### config.mk
export PLATFORM = sky130hd
export DESIGN_NAME = pvp_match_tracker_flat
export DESIGN_NICKNAME = d
export VERILOG_FILES = /design/src/rtl/pvp_match_tracker_if.sv /design/src/rtl/pvp_match_tracker.sv /design/src/flat_wrapper.sv
export SDC_FILE = /design/constraint.sdc
export NUM_CORES = 1
export LEC_CHECK = 0
export CELL_PAD_IN_SITES_DETAIL_PLACEMENT = 0
export CELL_PAD_IN_SITES_GLOBAL_PLACEMENT = 2
export CORE_UTILIZATION = 33
export CTS_CLUSTER_DIAMETER = 60
export DETAILED_ROUTE_END_ITERATION = 7
export PLACE_DENSITY = 0.89
export SYNTH_ARGS = -nofsm -noshare
export SYNTH_HDL_FRONTEND = slang
export SYNTH_SLANG_ARGS = --single-unit
### constraint.sdc
create_clock -name clk -period 6.4 [get_ports clk]
set_clock_uncertainty 0.1 [all_clocks]
set_input_delay 0.96 -clock clk [delete_from_list [all_inputs] [get_ports clk]]
set_output_delay 0.96 -clock clk [all_outputs]
set_load 0.1 [all_outputs]
### src/rtl/pvp_match_tracker_if.sv
// Round-result and score bus between the grid logic, the match tracker
// and the screen state controller.
interface pvp_match_tracker_if #(
    parameter int SCORE_W = 3
);
    logic               grid_reset_flag;
    logic               round_valid;
    logic [1:0]         round_winner;
    logic [1:0]         pvp_game_status;
    logic [1:0]         pvp_game_status_final;
    logic [SCORE_W-1:0] p1_score;
    logic [SCORE_W-1:0] p2_score;
    logic [SCORE_W-1:0] round_num;
    logic               match_point;

    // Drives round results and new-round strobes, observes the scoreboard
    modport master (
        output grid_reset_flag, round_valid, round_winner,
        input  pvp_game_status, pvp_game_status_final,
        input  p1_score, p2_score, round_num, match_point
    );

    // The tracker itself
    modport slave (
        input  grid_reset_flag, round_valid, round_winner,
        output pvp_game_status, pvp_game_status_final,
        output p1_score, p2_score, round_num, match_point
    );
endinterface

### src/rtl/pvp_match_tracker.sv
// Multi-round 1v1 match scorer: accumulates round wins, reports the current
// round result and decides the match winner on the same edge.
module pvp_match_tracker #(
    parameter int WINS_TO_MATCH = 2,
    parameter int MAX_ROUNDS    = 5,
    parameter int SCORE_W       = 3
) (
    input  logic                clk,
    input  logic                general_reset,
    pvp_match_tracker_if.slave  bus
);

    typedef enum logic [1:0] {
        ROUND_ACTIVE = 2'd0,
        ROUND_DONE   = 2'd1,
        MATCH_DONE   = 2'd2
    } state_t;

    localparam logic [SCORE_W-1:0] CNT_MAX   = '1;
    localparam logic [SCORE_W-1:0] WIN_CNT   = SCORE_W'(WINS_TO_MATCH);
    localparam logic [SCORE_W-1:0] POINT_CNT = SCORE_W'(WINS_TO_MATCH - 1);
    localparam logic [SCORE_W-1:0] ROUND_CAP = SCORE_W'(MAX_ROUNDS);

    state_t             state_q, state_d;
    logic [1:0]         status_q, status_d;
    logic [1:0]         final_q, final_d;
    logic [SCORE_W-1:0] p1_q, p1_d;
    logic [SCORE_W-1:0] p2_q, p2_d;
    logic [SCORE_W-1:0] round_q, round_d;

    logic [SCORE_W-1:0] p1_new, p2_new, round_new;

    // State and scoreboard registers, cleared asynchronously outside PVP
    always_ff @(posedge clk or posedge general_reset) begin
        if (general_reset) begin
            state_q  <= ROUND_ACTIVE;
            status_q <= 2'b00;
            final_q  <= 2'b00;
            p1_q     <= '0;
            p2_q     <= '0;
            round_q  <= '0;
        end else begin
            state_q  <= state_d;
            status_q <= status_d;
            final_q  <= final_d;
            p1_q     <= p1_d;
            p2_q     <= p2_d;
            round_q  <= round_d;
        end
    end

    // Next state; the match is judged on post-increment counts so the final
    // result never lags the round result
    always_comb begin
        state_d  = state_q;
        status_d = status_q;
        final_d  = final_q;
        p1_d     = p1_q;
        p2_d     = p2_q;
        round_d  = round_q;

        p1_new    = p1_q;
        p2_new    = p2_q;
        round_new = (round_q == CNT_MAX) ? round_q : round_q + SCORE_W'(1);
        if (bus.round_winner == 2'b01 && p1_q != CNT_MAX) begin
            p1_new = p1_q + SCORE_W'(1);
        end
        if (bus.round_winner == 2'b10 && p2_q != CNT_MAX) begin
            p2_new = p2_q + SCORE_W'(1);
        end

        unique case (state_q)
            ROUND_ACTIVE: begin
                if (!bus.grid_reset_flag && bus.round_valid &&
                    bus.round_winner != 2'b00) begin
                    status_d = bus.round_winner;
                    p1_d     = p1_new;
                    p2_d     = p2_new;
                    round_d  = round_new;
                    if (bus.round_winner == 2'b01 && p1_new == WIN_CNT) begin
                        final_d = 2'b01;
                        state_d = MATCH_DONE;
                    end else if (bus.round_winner == 2'b10 && p2_new == WIN_CNT) begin
                        final_d = 2'b10;
                        state_d = MATCH_DONE;
                    end else if (round_new == ROUND_CAP) begin
                        if (p1_new > p2_new) begin
                            final_d = 2'b01;
                        end else if (p2_new > p1_new) begin
                            final_d = 2'b10;
                        end else begin
                            final_d = 2'b11;
                        end
                        state_d = MATCH_DONE;
                    end else begin
                        state_d = ROUND_DONE;
                    end
                end
            end
            ROUND_DONE: begin
                if (bus.grid_reset_flag) begin
                    status_d = 2'b00;
                    state_d  = ROUND_ACTIVE;
                end
            end
            MATCH_DONE: begin
            end
            default: begin
                state_d = ROUND_ACTIVE;
            end
        endcase
    end

    // Registered scoreboard out; match point gated so it reads 0 during reset
    always_comb begin
        bus.pvp_game_status       = status_q;
        bus.pvp_game_status_final = final_q;
        bus.p1_score              = p1_q;
        bus.p2_score              = p2_q;
        bus.round_num             = round_q;
        bus.match_point           = !general_reset && (state_q != MATCH_DONE) &&
                                    (p1_q == POINT_CNT || p2_q == POINT_CNT);
    end

endmodule

### src/flat_wrapper.sv
// flat-port wrapper written by rule: the top's interface ports become plain ports
module pvp_match_tracker_flat 
#(
    parameter int WINS_TO_MATCH = 2,
    parameter int MAX_ROUNDS    = 5,
    parameter int SCORE_W       = 3
)
  (clk, general_reset, bus_grid_reset_flag, bus_round_valid, bus_round_winner, bus_pvp_game_status, bus_pvp_game_status_final, bus_p1_score, bus_p2_score, bus_round_num, bus_match_point);
  pvp_match_tracker_if #(.SCORE_W(SCORE_W)) bus_i ();
  input  logic clk;
  input  logic general_reset;
  input wire logic [$bits(bus_i.grid_reset_flag)-1:0] bus_grid_reset_flag;
  input wire logic [$bits(bus_i.round_valid)-1:0] bus_round_valid;
  input wire logic [$bits(bus_i.round_winner)-1:0] bus_round_winner;
  output wire logic [$bits(bus_i.pvp_game_status)-1:0] bus_pvp_game_status;
  output wire logic [$bits(bus_i.pvp_game_status_final)-1:0] bus_pvp_game_status_final;
  output wire logic [$bits(bus_i.p1_score)-1:0] bus_p1_score;
  output wire logic [$bits(bus_i.p2_score)-1:0] bus_p2_score;
  output wire logic [$bits(bus_i.round_num)-1:0] bus_round_num;
  output wire logic [$bits(bus_i.match_point)-1:0] bus_match_point;
  assign bus_i.grid_reset_flag = bus_grid_reset_flag;
  assign bus_i.round_valid = bus_round_valid;
  assign bus_i.round_winner = bus_round_winner;
  assign bus_pvp_game_status = bus_i.pvp_game_status;
  assign bus_pvp_game_status_final = bus_i.pvp_game_status_final;
  assign bus_p1_score = bus_i.p1_score;
  assign bus_p2_score = bus_i.p2_score;
  assign bus_round_num = bus_i.round_num;
  assign bus_match_point = bus_i.match_point;
  pvp_match_tracker #(.WINS_TO_MATCH(WINS_TO_MATCH), .MAX_ROUNDS(MAX_ROUNDS), .SCORE_W(SCORE_W)) u_core (.clk(clk), .general_reset(general_reset), .bus(bus_i));
endmodule
==> results of run 1 <==
## cell usage after synthesis
cell	n	area share
mux2i_1	4	0.042
a21oi_1	4	0.021
nor3b_2	1	0.013
a31o_1	1	0.0091
o211ai_1	2	0.016
o32ai_1	1	0.0091
and3b_1	1	0.0091
clkbuf_1	1	0.0039
nor3_1	1	0.0052
nor2_1	2	0.0078
xor2_1	3	0.027
dfrtp_1	15	0.39
o21ai_1	1	0.0052
mux2_4	1	0.016
a21o_1	1	0.0078
xnor2_1	2	0.018
nor3b_4	1	0.020
o21ai_0	8	0.042
nor3b_1	2	0.016
a221oi_1	1	0.0091
o2111ai_1	2	0.018
a31oi_1	1	0.0065
nand3_1	4	0.021
nand2_1	8	0.031
nor2b_1	2	0.013
mux2_2	2	0.023
inv_1	10	0.039
nand2b_1	3	0.020
ha_1	10	0.13
maj3_2	1	0.012
## worst max-delay path, stage by stage
cell             delay (ps)
clkdlybuf4s50_1         420
a221oi_1                210
clkdlybuf4s50_1        1180
## worst min-delay path by stage
stage	start	endpoint	slack [ps]
after floorplan	u_core.state_q[1]$_DFFE_PP0P_	u_core.state_q[0]$_DFFE_PP0P_	370
after global placement	u_core.state_q[1]$_DFFE_PP0P_	u_core.state_q[0]$_DFFE_PP0P_	380
after global routing	u_core.state_q[1]$_DFFE_PP0P_	u_core.state_q[0]$_DFFE_PP0P_	410
after detailed placement	u_core.state_q[1]$_DFFE_PP0P_	u_core.state_q[0]$_DFFE_PP0P_	380
after CTS	u_core.state_q[1]$_DFFE_PP0P_	u_core.state_q[0]$_DFFE_PP0P_	400
final	u_core.state_q[1]$_DFFE_PP0P_	u_core.state_q[0]$_DFFE_PP0P_	400
## sequential cells by signal, summed over array words and instances (netlist names), named ones only
register / cells
u_core.state_q: 2
u_core.bus.round_num: 2
u_core.bus.pvp_game_status_final: 2
u_core.bus.p2_score: 3
u_core.bus.p1_score: 3
u_core.bus.pvp_game_status: 2
## cell usage in the layout, fill, tap and decap left out, drive strengths merged
cell	Yosys	routed
nand2	8	8
a21oi	4	4
nor2b	2	2
a31o	1	1
nor3	1	1
dfrtp	15	15
o2111ai	2	2
ha	10	10
a31oi	1	1
nand3	4	4
xor2	3	3
o211ai	2	2
nand2b	3	3
nor2	2	2
clkbuf	1	4
o32ai	1	1
a221oi	1	1
mux2	3	3
xnor2	2	2
mux2i	4	4
a21o	1	1
o21ai	9	9
maj3	1	1
inv	10	10
and3b	1	1
clkdlybuf4s50	0	19
nor3b	4	4
## layout make-up
class / count / area (sq um) / share of cell area
multi-input cells: 70 / 544 / 0.449
clock buffers: 4 / 26.3 / 0.0217
inverters: 10 / 37.5 / 0.0310
well taps: 31 / 38.8 / 0.0320
repair buffers: 19 / 190 / 0.157
flip-flops and latches: 15 / 375 / 0.310
## layer usage
metal | vias up | routed length (um) | global-route usage | part of all wire
met5 | - | 0 | 0 | 0
met4 | 0 | 12 | 0.0314 | 0.0061
met3 | 2 | 61 | 0.0512 | 0.031
met2 | 13 | 916 | 0.214 | 0.47
met1 | 371 | 973 | 0.186 | 0.50
li1 | 386 | - | - | -
## metrics by stage
| step | hold slack [ps] | setup slack, ps | instances | cell area [sq um] | util |
|---|---|---|---|---|---|
| final | 398 | 2560 | 149 | 1210 | 0.440 |
| after global routing | 412 | 2510 | 149 | 1210 | 0.440 |
| after CTS | 396 | 2570 | 149 | 1210 | 0.440 |
| after detailed placement | 384 | 2570 | 145 | 1190 | 0.430 |
| after global placement | 377 | 2590 | 145 | 1190 | 0.430 |
| after floorplan | 367 | 1670 | 96 | 961 | - |
## kinds of logic after synthesis
group           after synthesis
xor+xnor                      5
mux                           7
flops                        15
buf+inv                      11
simple gates                 25
compound gates               22
fa+ha+maj                    11
==> run_results.csv, run 1 <==
group,metric,value,unit
route,drt-initial-drc-count,20,
floorplan,rows,19,
timing,finalCritPeriodShare,0.599,
finish,fillers,285,
clock_network,cts_tree,"built",
timing,setup_tns,0,ps
floorplan,core-area,2760,sq um
floorplan,die_h,56.0,um
floorplan,die_x,56.0,um
grt,grt_pass1_wl,3380,um
yosys,synth_seq_cells,15,
worst_setup_path,worstSetupPathType,"input pin to output port",
worst_setup_path,worstSetupStartpoint,"general_reset",
clock_network,cts.path.max_buffers,2,
place,io_buffers,19,
clock_network,clkLatencyLatePin,280,ps
timing,worst_slew_pin_slew,1010,ps
worst_setup_path,reg2reg_depth,8,
yosys,yosys_warnings,0,
yosys,yosys.area_share.simple,0.155,
floorplan,start_util,0.348,
timing,setup_viol,0,
worst_setup_path,crit_path_end,"bus_match_point",
finish,n_antenna_cell,0,
worst_setup_path,cp.arrival,2780,ps
yosys,synthMuxAreaShare,0.0807,
yosys,netlist_area,961,sq um
grt,grt_max_degree,16,
place,place_congestion,0.740,
clock_network,clk_pin_slew,90,ps
finish,drive_gt1_frac,0.0763,
grt,track_usage,0.139,
timing,rsz0062_at_grt,"false",
clock_network,cts-root-buf,"clkbuf_4",
route,final_antenna_net_count,0,
route,via_per_inst,5.18,
clock_network,clock-sinks,15,
route,wl,1960,um
route,firstDrtPassIters,4,
yosys,postSynthAreaPerCell,10.0,sq um
place,dpl.hpwl,1500,um
floorplan,die_area,3130,sq um
route,avgRoutedWirePerCell,13.2,um
worst_setup_path,crit_path_start_kind,"input pin",
clock_network,holdBufCountCts,0,
timing,hold_viol,0,
worst_setup_path,required,5340,ps
clock_network,cts_resized,0,
worst_setup_path,cp_max_fo,2,
yosys,syn-num-nets,112,
yosys,synth_top_family_by_area,"simple AND/OR/NAND/NOR gates",
worst_setup_path,reg2reg_slack,3760,ps
grt,antenna_found_initial,0,
hold_path,hold_path_depth,1,
run_status,status,"completed",
clock_network,htreeDepth,1,
yosys,synthCells,96,
timing,fmaxAchievable,261,MHz
finish,fin_nets,135,
route,drc,0,
timing,slew_violations,0,
yosys,yosys.area_share.adder,0.142,
floorplan,io_pins,20,
timing,fin_crit,3840,ps
yosys,synth_cell_types,30,
yosys,synth-xor-area-share,0.0456,
run,cap_violations,0,
hold_path,hold_class,"flop to flop",
timing,relSlewSlack,0.325,
yosys,seq_area_frac_synth,0.391,
route,num_vias,772,
worst_setup_path,reg2reg_from,"u_core.bus.p1_score[0]$_DFFE_PP0P_",
grt,grt.overflow.total,0,
worst_setup_path,end_kind,"output port",
clock_network,cts_buffers,3,
grt,grt_pass1_vias,737,
finish,area_growth,26.2,%
yosys,synth_compound_area_frac,0.143,
clock_network,postCtsSetupBuffers,0,
worst_setup_path,reg2reg_to,"u_core.bus.pvp_game_status_final[0]$_DFFE_PP0P_",
Power of run 1 is left out: the tool's default activity adds up to more than one toggle a clock period on the data nets, which glitch-free logic cannot reach.
==> inputs of run 2 (changes only) <==
--- a/config.mk
+++ b/config.mk
@@ -7,10 +7,10 @@
 export LEC_CHECK = 0
 export CELL_PAD_IN_SITES_DETAIL_PLACEMENT = 0
 export CELL_PAD_IN_SITES_GLOBAL_PLACEMENT = 2
-export CORE_UTILIZATION = 33
+export CORE_UTILIZATION = 28
 export CTS_CLUSTER_DIAMETER = 60
 export DETAILED_ROUTE_END_ITERATION = 7
-export PLACE_DENSITY = 0.89
+export PLACE_DENSITY = 0.81
 export SYNTH_ARGS = -nofsm -noshare
 export SYNTH_HDL_FRONTEND = slang
 export SYNTH_SLANG_ARGS = --single-unit
==> constraint.sdc (replaced) <==
create_clock -name clk -period 3.17 [get_ports clk]
set_clock_uncertainty 0.1 [all_clocks]
set_input_delay 0.4755 -clock clk [delete_from_list [all_inputs] [get_ports clk]]
set_output_delay 0.4755 -clock clk [all_outputs]
set_load 0.1 [all_outputs]
==> run_results.csv, run 2 (synthesis results as in run 1) <==
group,metric,value,unit
clock_network,cts-root-buf,"clkbuf_4",
clock_network,cts_buffers,3,
hold_path,min_from,"u_core.bus.pvp_game_status[0]$_DFFE_PP0P_",
place,dpl.hpwl,1620,um
worst_setup_path,reg2reg_from,"u_core.bus.p1_score[0]$_DFFE_PP0P_",
worst_setup_path,crit_path_start_kind,"flop",
timing,rsz0062_at_grt,"false",
route,drc,0,
place,io_buffers,19,
worst_setup_path,required,3250,ps
timing,worst_slew_pin_slew,617,ps
clock_network,clock-sinks,15,
finish,final_cell_mix,"15 x dfrtp_1, 15 x buf_4, 10 x inv_1, 10 x ha_1",
floorplan,die_x,60.6,um
hold_path,hold_class,"flop to flop",
route,drt-initial-drc-count,16,
clock_network,clk_pin_slew,100,ps
finish,n_antenna_cell,0,
grt,grt_pass1_vias,748,
route,final_antenna_net_count,0,
clock_network,postCtsSetupBuffers,0,
grt,antenna_found_initial,0,
route,firstDrtPassIters,4,
clock_network,holdBufCountCts,0,
timing,relSlewSlack,0.588,
grt,grt_pass1_wl,3490,um
worst_setup_path,cp_max_fo,7,
finish,multi_input_area,562,sq um
worst_setup_path,end_kind,"flop",
floorplan,io_pins,20,
route,via_per_inst,4.60,
route,avgRoutedWirePerCell,13.0,um
finish,seq_area,375,sq um
timing,hold_viol,0,
finish,drive_gt1_frac,0.218,
timing,setup_viol,0,
floorplan,rows,20,
clock_network,cts_resized,0,
worst_setup_path,reg2reg_slack,510,ps
route,num_vias,750,
finish,area_growth,27.0,%
route,wl,2120,um
place,place_congestion,0.796,
timing,finalCritPeriodShare,0.838,
clock_network,cts.path.max_buffers,2,
run,cap_violations,0,
finish,fin_nets,136,
worst_setup_path,cp.arrival,2740,ps
floorplan,start_util,0.305,
timing,fmaxAchievable,376,MHz
finish,post-route-util,0.387,
worst_setup_path,worstSetupPathType,"flop to flop",
clock_network,cts_tree,"built",
floorplan,die_area,3670,sq um
grt,grt.overflow.total,0,
timing,setup_tns,0,ps
timing,fin_crit,2660,ps
clock_network,htreeDepth,1,
floorplan,core-area,3150,sq um
place,placed_cells,159,
place,placed_area,1190,sq um
worst_setup_path,worstSetupStartpoint,"u_core.bus.p1_score[0]$_DFFE_PP0P_",
run_status,status,"completed",
finish,design_area,1220,sq um
timing,slew_violations,0,
clock_network,clkLatencyLatePin,280,ps
floorplan,die_h,60.6,um
grt,track_usage,0.133,
finish,fillers,338,
finish,finalNonFillerCells,163,
grt,grt_max_degree,16,
[run 2: cell count changes in the layout (fill, tap and decap cells not counted), sizes merged]
| cell | previous run | this run |
|---|---|---|
| clkbuf | 4 | 3 |
| clkinv | 0 | 1 |
| buf | 0 | 15 |
| clkdlybuf4s50 | 19 | 5 |
[run 2: worst paths after layout]
path                                                                   end  depth (start not counted)
max                        u_core.bus.pvp_game_status_final[0]$_DFFE_PP0P_                          8
min reg2reg                      u_core.bus.pvp_game_status[0]$_DFFE_PP0P_                          2
min                              u_core.bus.pvp_game_status[0]$_DFFE_PP0P_                          2
max reg2reg                u_core.bus.pvp_game_status_final[0]$_DFFE_PP0P_                          8
min in group asynchronous               u_core.bus.p2_score[2]$_DFFE_PP0P_                          2
max in group asynchronous               u_core.bus.p1_score[2]$_DFFE_PP0P_                          2
[run 2: cell type report]
class | count | share of cell area
tap | 44 | 0.0451
timing repair buffer | 20 | 0.133
clock buffer | 3 | 0.0185
multi-input combinational | 70 | 0.461
sequential | 15 | 0.308
inverter | 10 | 0.0308
clock inverter | 1 | 0.00410
[run 2: routing by layer]
layer	wire [um]	GRT usage	part of all wire	up-vias
met5	0	0	0	-
met4	15	0.0390	0.0071	0
met3	74	0.0405	0.035	2
met2	983	0.218	0.46	12
met1	1040	0.170	0.49	348
li1	-	-	-	388
[run 2: through the flow]
| stage | hold slack (ps) | setup WS (ps) |
|---|---|---|
| after floorplan | 277 | 176 |
| after global placement | 383 | 411 |
| after detailed placement | 392 | 364 |
| after CTS | 416 | 519 |
| after global routing | 439 | 399 |
| final | 404 | 513 |
[run 2: critical path: stages (launching register included)]
cell	delay (ps)
dfrtp_1	480
ha_1	240
ha_1	230
nor3b_2	350
mux2_2	400
ha_1	290
nand2_1	70
o211ai_1	100
mux2_4	280
Power of run 2 is left out for the same reason.
